**src/rtl/spi_regif_slave_if.sv**
```systemverilog
// Bus bundle between a SPI register-access slave and its surroundings:
// the SPI pin side plus the register-file access side.
interface spi_regif_slave_if #(
   parameter int ADDR_W = 7,
   parameter int DATA_W = 8
);
   logic              sclk;
   logic              mosi;
   logic              cs;
   logic              miso;
   logic              miso_oe;
   logic [ADDR_W-1:0] addr;
   logic [DATA_W-1:0] data_wr;
   logic              wr_en;
   logic              rd_en;
   logic [DATA_W-1:0] data_rd_i;
   logic              abort;

   modport slave (
      input  sclk, mosi, cs, data_rd_i,
      output miso, miso_oe, addr, data_wr, wr_en, rd_en, abort
   );

   modport master (
      output sclk, mosi, cs, data_rd_i,
      input  miso, miso_oe, addr, data_wr, wr_en, rd_en, abort
   );
endinterface

```
**src/rtl/spi_regif_slave.sv**
```systemverilog
// SPI slave register-access port, oversampled on clk: command word (R/W + address)
// followed by one or more data words, with optional address auto-increment bursts.
module spi_regif_slave #(
   parameter int ADDR_W      = 7,
   parameter int DATA_W      = 8,
   parameter int CPOL        = 0,
   parameter int CPHA        = 1,
   parameter int SYNC_STAGES = 2,
   parameter int BURST_EN    = 1
) (
   input logic               clk,
   input logic               rst_n,
   spi_regif_slave_if.slave  bus
);
   localparam int CMD_W  = ADDR_W + 1;
   localparam int SH_W   = (CMD_W > DATA_W) ? CMD_W : DATA_W;
   localparam int CNT_W  = $clog2(SH_W + 1);
   localparam int SYNC_N = (SYNC_STAGES < 2) ? 2 : SYNC_STAGES;
   localparam logic             C_IDLE    = (CPOL != 0);
   localparam logic [CNT_W-1:0] CMD_LAST  = CNT_W'(CMD_W - 1);
   localparam logic [CNT_W-1:0] DATA_LAST = CNT_W'(DATA_W - 1);

   typedef enum logic [2:0] {
      S_IDLE, S_CMD, S_LOAD, S_WRITE, S_WR_INC, S_READ, S_RD_INC, S_DONE
   } state_t;

   state_t            r_state, w_state_next;
   logic [SYNC_N-1:0] r_sclk_sync, r_mosi_sync, r_cs_sync;
   logic              r_sclk_d, r_cs_d;
   logic [CNT_W-1:0]  r_cnt, w_cnt_next;
   logic [SH_W-1:0]   r_shift, w_shift_next, w_shift_in;
   logic [DATA_W-1:0] r_tx, w_tx_next;
   logic [ADDR_W-1:0] r_addr, w_addr_next;
   logic [DATA_W-1:0] r_data_wr, w_data_wr_next;
   logic              r_wr_en, w_wr_en_next;
   logic              r_rd_en, w_rd_en_next;
   logic              r_abort, w_abort_next;
   logic              r_miso, w_miso_next;
   logic              r_miso_oe, w_miso_oe_next;

   logic w_sclk_s, w_mosi_s, w_cs_s, w_cs_pre;
   logic w_lead, w_trail, w_sample, w_shift, w_cs_fall, w_cs_rise, w_rd_state;

   assign w_sclk_s  = r_sclk_sync[SYNC_N-1];
   assign w_mosi_s  = r_mosi_sync[SYNC_N-1];
   assign w_cs_s    = r_cs_sync[SYNC_N-1];
   assign w_cs_pre  = r_cs_sync[SYNC_N-2];
   assign w_lead    = (w_sclk_s != C_IDLE) && (r_sclk_d == C_IDLE) && !w_cs_s;
   assign w_trail   = (w_sclk_s == C_IDLE) && (r_sclk_d != C_IDLE) && !w_cs_s;
   assign w_sample  = (CPHA != 0) ? w_trail : w_lead;
   assign w_shift   = (CPHA != 0) ? w_lead : w_trail;
   assign w_cs_fall = r_cs_d && !w_cs_s;
   assign w_cs_rise = !r_cs_d && w_cs_s;
   assign w_shift_in = {r_shift[SH_W-2:0], w_mosi_s};

   always_ff @(posedge clk or negedge rst_n) begin
      if (!rst_n) r_state <= S_IDLE;
      else        r_state <= w_state_next;
   end

   always_comb begin
      w_state_next   = r_state;
      w_cnt_next     = r_cnt;
      w_shift_next   = r_shift;
      w_tx_next      = r_tx;
      w_addr_next    = r_addr;
      w_data_wr_next = r_data_wr;
      w_wr_en_next   = 1'b0;
      w_rd_en_next   = 1'b0;
      w_abort_next   = 1'b0;
      w_miso_next    = r_miso;
      case (r_state)
         S_IDLE: begin
            if (w_cs_fall) begin
               w_state_next = S_CMD;
               w_cnt_next   = '0;
            end
         end
         S_CMD: begin
            if (w_cs_rise) begin
               w_state_next = S_IDLE;
               w_abort_next = (r_cnt != '0);
               w_cnt_next   = '0;
            end else if (w_sample) begin
               w_shift_next = w_shift_in;
               if (r_cnt == CMD_LAST) begin
                  w_cnt_next   = '0;
                  w_state_next = S_LOAD;
               end else begin
                  w_cnt_next = r_cnt + 1'b1;
               end
            end
         end
         S_LOAD: begin
            if (w_cs_rise) begin
               w_state_next = S_IDLE;
            end else begin
               w_addr_next = r_shift[ADDR_W-1:0];
               if (r_shift[ADDR_W]) begin
                  w_rd_en_next = 1'b1;
                  w_state_next = S_READ;
               end else begin
                  w_state_next = S_WRITE;
               end
            end
         end
         S_WRITE: begin
            if (w_cs_rise) begin
               w_state_next = S_IDLE;
               w_abort_next = (r_cnt != '0);
               w_cnt_next   = '0;
            end else if (w_sample) begin
               w_shift_next = w_shift_in;
               if (r_cnt == DATA_LAST) begin
                  w_cnt_next     = '0;
                  w_data_wr_next = w_shift_in[DATA_W-1:0];
                  w_wr_en_next   = 1'b1;
                  w_state_next   = S_WR_INC;
               end else begin
                  w_cnt_next = r_cnt + 1'b1;
               end
            end
         end
         S_WR_INC: begin
            if (w_cs_rise) begin
               w_state_next = S_IDLE;
            end else if (BURST_EN != 0) begin
               w_addr_next  = r_addr + 1'b1;
               w_state_next = S_WRITE;
            end else begin
               w_state_next = S_DONE;
            end
         end
         S_READ: begin
            if (w_cs_rise) begin
               w_state_next = S_IDLE;
               w_abort_next = (r_cnt != '0);
               w_cnt_next   = '0;
            end else begin
               if (w_shift) begin
                  w_miso_next = r_tx[DATA_W-1];
                  w_tx_next   = {r_tx[DATA_W-2:0], 1'b0};
               end
               if (w_sample) begin
                  if (r_cnt == DATA_LAST) begin
                     w_cnt_next   = '0;
                     w_state_next = (BURST_EN != 0) ? S_RD_INC : S_DONE;
                  end else begin
                     w_cnt_next = r_cnt + 1'b1;
                  end
               end
            end
         end
         S_RD_INC: begin
            if (w_cs_rise) begin
               w_state_next = S_IDLE;
            end else begin
               w_addr_next  = r_addr + 1'b1;
               w_rd_en_next = 1'b1;
               w_state_next = S_READ;
            end
         end
         S_DONE: begin
            if (w_cs_rise) w_state_next = S_IDLE;
         end
         default: w_state_next = S_IDLE;
      endcase
      // Read data is valid while rd_en is high; capture it into the tx shifter then.
      if (r_rd_en) w_tx_next = bus.data_rd_i;
      // Looking one synchroniser stage ahead lets miso_oe fall together with synchronised cs.
      w_rd_state     = (w_state_next == S_READ) || (w_state_next == S_RD_INC);
      w_miso_oe_next = w_rd_state && !w_cs_pre;
      if (!w_miso_oe_next) w_miso_next = 1'b0;
   end

   always_ff @(posedge clk or negedge rst_n) begin
      if (!rst_n) begin
         r_sclk_sync <= {SYNC_N{C_IDLE}};
         r_mosi_sync <= '0;
         r_cs_sync   <= '1;
         r_sclk_d    <= C_IDLE;
         r_cs_d      <= 1'b1;
         r_cnt       <= '0;
         r_shift     <= '0;
         r_tx        <= '0;
         r_addr      <= '0;
         r_data_wr   <= '0;
         r_wr_en     <= 1'b0;
         r_rd_en     <= 1'b0;
         r_abort     <= 1'b0;
         r_miso      <= 1'b0;
         r_miso_oe   <= 1'b0;
      end else begin
         r_sclk_sync <= {r_sclk_sync[SYNC_N-2:0], bus.sclk};
         r_mosi_sync <= {r_mosi_sync[SYNC_N-2:0], bus.mosi};
         r_cs_sync   <= {r_cs_sync[SYNC_N-2:0], bus.cs};
         r_sclk_d    <= w_sclk_s;
         r_cs_d      <= w_cs_s;
         r_cnt       <= w_cnt_next;
         r_shift     <= w_shift_next;
         r_tx        <= w_tx_next;
         r_addr      <= w_addr_next;
         r_data_wr   <= w_data_wr_next;
         r_wr_en     <= w_wr_en_next;
         r_rd_en     <= w_rd_en_next;
         r_abort     <= w_abort_next;
         r_miso      <= w_miso_next;
         r_miso_oe   <= w_miso_oe_next;
      end
   end

   assign bus.miso    = r_miso;
   assign bus.miso_oe = r_miso_oe;
   assign bus.addr    = r_addr;
   assign bus.data_wr = r_data_wr;
   assign bus.wr_en   = r_wr_en;
   assign bus.rd_en   = r_rd_en;
   assign bus.abort   = r_abort;
endmodule

```
**src/flat_wrapper.sv**
```systemverilog
// flat-port wrapper written by rule: the top's interface ports become plain ports
module spi_regif_slave_flat 
#(
   parameter int ADDR_W      = 7,
   parameter int DATA_W      = 8,
   parameter int CPOL        = 0,
   parameter int CPHA        = 1,
   parameter int SYNC_STAGES = 2,
   parameter int BURST_EN    = 1
)
  (clk, rst_n, bus_sclk, bus_mosi, bus_cs, bus_data_rd_i, bus_miso, bus_miso_oe, bus_addr, bus_data_wr, bus_wr_en, bus_rd_en, bus_abort);
  spi_regif_slave_if #(.ADDR_W(ADDR_W), .DATA_W(DATA_W)) bus_i ();
  input logic clk;
  input logic rst_n;
  input wire logic [$bits(bus_i.sclk)-1:0] bus_sclk;
  input wire logic [$bits(bus_i.mosi)-1:0] bus_mosi;
  input wire logic [$bits(bus_i.cs)-1:0] bus_cs;
  input wire logic [$bits(bus_i.data_rd_i)-1:0] bus_data_rd_i;
  output wire logic [$bits(bus_i.miso)-1:0] bus_miso;
  output wire logic [$bits(bus_i.miso_oe)-1:0] bus_miso_oe;
  output wire logic [$bits(bus_i.addr)-1:0] bus_addr;
  output wire logic [$bits(bus_i.data_wr)-1:0] bus_data_wr;
  output wire logic [$bits(bus_i.wr_en)-1:0] bus_wr_en;
  output wire logic [$bits(bus_i.rd_en)-1:0] bus_rd_en;
  output wire logic [$bits(bus_i.abort)-1:0] bus_abort;
  assign bus_i.sclk = bus_sclk;
  assign bus_i.mosi = bus_mosi;
  assign bus_i.cs = bus_cs;
  assign bus_i.data_rd_i = bus_data_rd_i;
  assign bus_miso = bus_i.miso;
  assign bus_miso_oe = bus_i.miso_oe;
  assign bus_addr = bus_i.addr;
  assign bus_data_wr = bus_i.data_wr;
  assign bus_wr_en = bus_i.wr_en;
  assign bus_rd_en = bus_i.rd_en;
  assign bus_abort = bus_i.abort;
  spi_regif_slave #(.ADDR_W(ADDR_W), .DATA_W(DATA_W), .CPOL(CPOL), .CPHA(CPHA), .SYNC_STAGES(SYNC_STAGES), .BURST_EN(BURST_EN)) u_core (.clk(clk), .rst_n(rst_n), .bus(bus_i));
endmodule
```
**config.mk**
```make
export PLATFORM = sky130hd
export DESIGN_NAME = spi_regif_slave_flat
export DESIGN_NICKNAME = d
export VERILOG_FILES = /design/src/rtl/spi_regif_slave_if.sv /design/src/rtl/spi_regif_slave.sv /design/src/flat_wrapper.sv
export SDC_FILE = /design/constraint.sdc
export NUM_CORES = 1
export LEC_CHECK = 0
export CORE_MARGIN = 1.5
export CORE_UTILIZATION = 45
export DETAILED_ROUTE_END_ITERATION = 10
export HOLD_SLACK_MARGIN = 0.12
export PLACE_DENSITY = 0.74
export SLEW_MARGIN = 20
export SYNTH_ARGS = -nofsm -noshare
export SYNTH_HDL_FRONTEND = slang
export SYNTH_SLANG_ARGS = --single-unit
export TNS_END_PERCENT = 10
```
**constraint.sdc**
```tcl
create_clock -name clk -period 2 [get_ports clk]
set_input_delay 0.4 -clock clk [delete_from_list [all_inputs] [get_ports clk]]
set_output_delay 0.4 -clock clk [all_outputs]
set_load 0.005 [all_outputs]
```
==> impl_results.md, run 1 <==
- Status: finished clean
- Static Leak: 1.279 nW
- Core ar.: 4817 um2
- CTS Buf Count: 5
- Total Routing Usage GR: 16.17%
- Relative slew margins: 56.58%
- Dominant synthesized flop cell: dfrtp_1
- Final period util: 95.79%
- Post-synth ARST share: 100.0%
- Fin util: 59.56%
- Unrepaired setup endpoints after global routing: no
- Die H: 74.37 um
- Largest family of logic cells by synthesized area: simple AND/OR/NAND/NOR gates
- Final hold vios: 0
- Post-synth top cells: dfrtp_1, o21ai_0, nand2_1
- Setup bufs post-CTS: 0
- DR WL/cell: 13.00 um
- Via/cell ratio: 5.029
- Worst-path clk slew: 0.09 ns
- Crit end category: register
- Initial antenna violation count: 0
- # port buffers: 32
- Avg Inst Size Synth: 11.52 um2
- First-pass GRT wire length: 6699 um
- Fin Setup TNS: 0 ns
- Nets@finish: 257
- Diode count: 0
- Top cell type's share of synthesized area: 52.40%
- Clock buffer depth: 2
- Distinct cells, synth: 42
- WL final: 4018 um
- Hold Crit Class: register to register
- Max frequency: 0.5220 GHz
- Critical path fanouts, max: 9
- Post-synthesis mux area share: 13.97%
- Fin. max-slew vios: 0
- Area Overhead vs Synth: 25.16%
- Worst setup SP type: register
- Seq cells post-synth: 51
- Post-Syn Nets: 215
- Adder-Cell Fraction of Synth Area: 2.074%
- Clk Latency, worst-skew pair: 0.30 ns
- Cell Pwr Density: 710.1 nW/um2
- Critical path type: register to register
- Tightest Pin Transition: 0.6488 ns
- Most common cell in the netlist: dfrtp_1
- Filler Cell Count: 405
- Post-Synth XOR/XNOR Area: 0%
- Clock H-tree levels: 2
- Antenna viol nets, final: 0
- Ranking of synthesized cells by area: dfrtp_1, mux2_4, mux2i_1
- Layout cells sized above 1: 17.36%
- Max_cap viols: 0
- Cell taking the most area after synthesis: dfrtp_1
- DRC Markers: 0
- Simple-gate share of the synthesized area: 14.03%
- Synthesized netlist cell count: 199
- Clk sinks: 51
- Die area: 5531 um2
- Final setup violating endpoints: 0
- Setup Skew: 0.006295 ns
- Number of global-route vias before repair: 1461
- Synthesis Warnings: 0
- Root buf cell: clkbuf_8
- Post-synth EDFFs: 0
- Synth Area in Compound Gates: 11.19%
- GPL Wtd Cong: 0.8740
- FP Rows: 25
- GR Overflow Total: 0
- HPWL Detailed: 2833 um
- Pin count of the biggest net entering global routing: 52
- Vias post-DR: 1554
- Die Width: 74.37 um
- First-pass DRT Iterations: 4
- Initial Util: 47.58%
- Post-synthesis instance area: 2292 um2
- CP arrival: 2.11 ns
- TritonCTS clock tree: yes
- Critical path required time: 2.19 ns
- Max IR drop VDD: 0.0003749 V
- Final Critical Period: 1.916 ns
- Register area share after synthesis: 55.84%
- # IOs: 33
- DR iter-0 viols: 35
[report_power, final]
group | total, mW | leakage, nW | switching (mW) | internal, mW
clock | 0.699 | 0.0581 | 0.327 | 0.372
sequential | 1.15 | 0.640 | 0.0608 | 1.09
combinational | 0.188 | 0.581 | 0.0848 | 0.103
total | 2.04 | 1.28 | 0.472 | 1.56
[layout make-up]
type	count	area, um2	area share (%)
clock buffers	5	68.82	2.399
inverters	7	26.28	0.9158
repair buffers	43	412.9	14.39
well taps	67	83.83	2.922
multi-input cells	133	953.4	33.23
flip-flops and latches	51	1280	44.61
clock inverters	3	43.79	1.526
[cells by family after synthesis]
| group | count (synthesis) |
|---|---|
| simple gates | 59 |
| flops | 51 |
| compound gates | 43 |
| mux | 27 |
| buf+inv | 15 |
| fa+ha+maj | 4 |
[worst max-delay path: stages (launching register included)]
cell      delay (ns)
dfrtp_1         0.38
ha_2            0.21
nand3b_1        0.11
or2_1           0.24
or3b_1          0.38
buf_4           0.19
mux2_4          0.30
[layout by cell type, fill, tap and decap left out, drive strengths merged, types with 6 or more instances in the layout]
cell / netlist / final
nand2: 15 / 15
mux2: 16 / 16
a21oi: 10 / 10
clkdlybuf4s50: 0 / 31
nor2: 13 / 13
o21ai: 18 / 18
nor3: 6 / 6
buf: 4 / 11
dfrtp: 48 / 48
mux2i: 11 / 11
inv: 7 / 7
[state kept, by name, indices dropped and copies added (netlist names)]
register	cells
u_core.bus.data_wr	8
u_core.r_shift	8
u_core.r_tx	8
u_core.bus.addr	7
u_core.r_cnt	4
u_core.r_state	3
u_core.r_cs_sync	2
u_core.r_mosi_sync	2
u_core.r_sclk_sync	2
u_core.bus.abort	1
u_core.bus.miso	1
u_core.bus.miso_oe	1
u_core.bus.rd_en	1
u_core.bus.wr_en	1
u_core.r_cs_d	1
u_core.r_sclk_d	1
[per-stage QoR]
| stage | instances | area (um2) | power (mW) | setup slack (ns) | hold slack, ns |
|---|---|---|---|---|---|
| 6_report | 309 | 2869 | 2.037 | 0.08430 | 0.3581 |
| 4_1_cts | 309 | 2861 | 2.063 | 0.08017 | 0.3609 |
| 2_1_floorplan | 199 | 2292 | 1.259 | 0.1570 | 0.1044 |
| 5_1_grt | 309 | 2869 | 2.135 | 0.006371 | 0.3673 |
| 3_5_place_dp | 300 | 2739 | 1.357 | 0.08415 | 0.3402 |
| 3_3_place_gp | 300 | 2739 | 1.347 | 0.1296 | 0.3322 |
[final timing paths]
path | startpoint | endpoint | slack (ns) | cells after the start
worst max register to register | u_core.r_cnt[1] | u_core.bus.data_wr[2] | 0.08 | 6
max in group asynchronous | rst_n | u_core.r_cs_d | 1.12 | 3
worst min-delay path | u_core.r_mosi_sync[0] | u_core.r_mosi_sync[1] | 0.36 | 0
min in group asynchronous | rst_n | u_core.r_tx[5] | 0.60 | 3
worst max-delay path | u_core.r_cnt[1] | u_core.bus.data_wr[2] | 0.08 | 6
worst min register to register | u_core.r_mosi_sync[0] | u_core.r_mosi_sync[1] | 0.36 | 0
[routing by layer]
| metal | GRT usage [%] | part of all wire [%] | vias to the layer above |
|---|---|---|---|
| met4 | 6.263 | 1.7 | 0 |
| met1 | 21.42 | 49 | 720 |
| met5 | 0 | 0 | - |
| li1 | - | - | 791 |
| met3 | 4.743 | 4.3 | 7 |
| met2 | 25.20 | 45 | 36 |
[timing repair]
action | in CTS | in global routing
gates resized for setup | 0 | 2
endpoints found under the hold margin | 48 | 0
hold buffers | 1 | 0
setup endpoints to repair | 0 | 8
Note: power is estimated with default switching activity, not from simulation.
==> inputs of run 2 (changes only) <==
--- a/config.mk
+++ b/config.mk
@@ -7,10 +7,11 @@
 export LEC_CHECK = 0
 export CORE_MARGIN = 1.5
 export CORE_UTILIZATION = 45
+export CTS_BUF_LIST = sky130_fd_sc_hd__clkbuf_4
 export DETAILED_ROUTE_END_ITERATION = 10
 export HOLD_SLACK_MARGIN = 0.12
 export PLACE_DENSITY = 0.74
-export SLEW_MARGIN = 20
+export SLEW_MARGIN = 5
 export SYNTH_ARGS = -nofsm -noshare
 export SYNTH_HDL_FRONTEND = slang
 export SYNTH_SLANG_ARGS = --single-unit
==> run 2 against run 1 <==
Clock power decreased by 17%. Worst hold slack improved by 0.0096 ns. Core utilization decreased by 0.65 points. Maximum frequency increased by 0.52%. Global-route usage about the same. Clock skew increased by 0.0057 ns. First-iteration DRC count increased by 71%. Clock-buffer cell count unchanged. Cell count unchanged. Die area unchanged. Critical path type unchanged.
==> impl_results.md, run 2 (synthesis gave the netlist of run 1 again) <==
- FP Rows: 25
- Top sig layer: met4
- Max frequency: 0.5247 GHz
- DRC Markers: 0
- Die Width: 74.37 um
- Cell Pwr Density: 675.9 nW/um2
- Most frequent cells in the layout: dfrtp_1, clkdlybuf4s50_1, o21ai_0
- Clk sinks: 51
- Placed insts: 300
- Max IR drop VDD: 0.0004422 V
- Clk Latency, worst-skew pair: 0.37 ns
- Worst setup SP type: register
- Static Leak: 1.266 nW
- Critical path type: register to register
- Initial antenna violation count: 0
- Layout cells sized above 1: 17.36%
- HPWL Detailed: 2833 um
- Slack of the critical path: 0.09426 ns
- Nets@finish: 257
- Core ar.: 4817 um2
- Final Critical Period: 1.906 ns
- Diode count: 0
- Buf/Inv on CP: 1
- Hold Crit Class: register to register
- Critical Path Stages: 6
- CTS Buf Count: 5
- Setup bufs post-CTS: 0
- Final setup violating endpoints: 0
- TritonCTS clock tree: yes
- Unrepaired setup endpoints after global routing: no
- Die area: 5531 um2
- CP peak stage delay: 0.40 ns
- # IOs: 33
- Pre-CTS setup slack: 0.08415 ns
- Setup slack, reg-to-reg: 0.09 ns
- Clock buffer depth: 2
- # port buffers: 32
- Root buf cell: clkbuf_4
- Cell area after layout: 2838 um2
- Critical path required time: 2.27 ns
- First-pass DRT Iterations: 4
- Antenna viol nets, final: 0
- Total Routing Usage GR: 16.20%
- Met2 wire len: 1801 um
- Vias post-DR: 1574
- Final hold vios: 0
- Worst-path clk slew: 0.14 ns
- Hold Path Stages: 0
- Clock H-tree levels: 2
- Setup Skew: 0.01197 ns
- Final Non-Filler Cells: 309
- WL final: 4019 um
- Relative slew margins: 54.58%
- Fin Hold WS: 0.3677 ns
- Critical path, cell by cell: ha_2 > nand3b_1 > or2_1 > or3b_1 > buf_4 > mux2_4
- Die H: 74.37 um
- Status: finished clean
- DR WL met3: 185 um
- Max_cap viols: 0
- Tightest Pin Transition: 0.6788 ns
- Crit path max-delay family: simple AND/OR/NAND/NOR gates
- Fin. max-slew vios: 0
- Crit-path slowest cell: dfrtp_1
- First-pass GRT wire length: 6699 um
- Fin Setup TNS: 0 ns
- Cell Area, Placed: 2739 um2
- Pin count of the biggest net entering global routing: 52
- Final period util: 95.29%
- Filler Cell Count: 416
- DR WL/cell: 13.01 um
- Metal1 wirelength: 1973 um
- Commonest non-fill, non-tap cell in the layout: dfrtp_1
- GPL Wtd Cong: 0.8740
- Initial Util: 47.58%
- Critical path fanouts, max: 9
- Area Overhead vs Synth: 23.80%
- Worst reg2reg path depth: 6
- Via/cell ratio: 5.094
- Crit end category: register
- GR Overflow Total: 0
- CP arrival: 2.18 ns
- Number of global-route vias before repair: 1467
- DR iter-0 viols: 60
run 2: repair_timing:
item,CTS,global route
endpoints found under the setup margin,0,5
resized for setup,0,2
hold endpoints to repair,48,0
hold buffers,1,0
run 2: power by group:
group	switching, mW	internal (mW)	leakage, nW	total [mW]
combinational	0.0843	0.103	0.581	0.187
sequential	0.0587	1.09	0.640	1.15
clock	0.319	0.263	0.0452	0.582
run 2: worst paths after layout:
path | startpoint | end
worst max-delay path | u_core.r_cnt[0] | u_core.bus.data_wr[2]
worst min-delay path | u_core.r_mosi_sync[0] | u_core.r_mosi_sync[1]
worst max register to register | u_core.r_cnt[0] | u_core.bus.data_wr[2]
max in group asynchronous | rst_n | u_core.r_cs_d
worst min register to register | u_core.r_mosi_sync[0] | u_core.r_mosi_sync[1]
min in group asynchronous | rst_n | u_core.r_tx[5]
run 2: layout make-up:
class / count / area (um2) / share of cell area (%)
Sequential cell: 51 / 1280 / 45.11
Multi-Input combinational cell: 133 / 953.4 / 33.60
Timing Repair Buffer: 43 / 412.9 / 14.55
Tap cell: 67 / 83.83 / 2.954
Clock inverter: 3 / 43.79 / 1.543
Clock buffer: 5 / 37.54 / 1.323
Inverter: 7 / 26.28 / 0.9259
run 2: per-layer routing:
layer,up-vias,global-route usage (%)
met1,725,22.04
met2,45,24.31
met4,0,6.869
met5,-,0
met3,6,4.743
li1,798,-
run 2: through the flow:
stage	util [%]	total power [mW]
2_1_floorplan	-	1.259
3_3_place_gp	56.86	1.347
3_5_place_dp	56.86	1.357
4_1_cts	58.75	1.935
5_1_grt	58.91	2.013
6_report	58.91	1.918
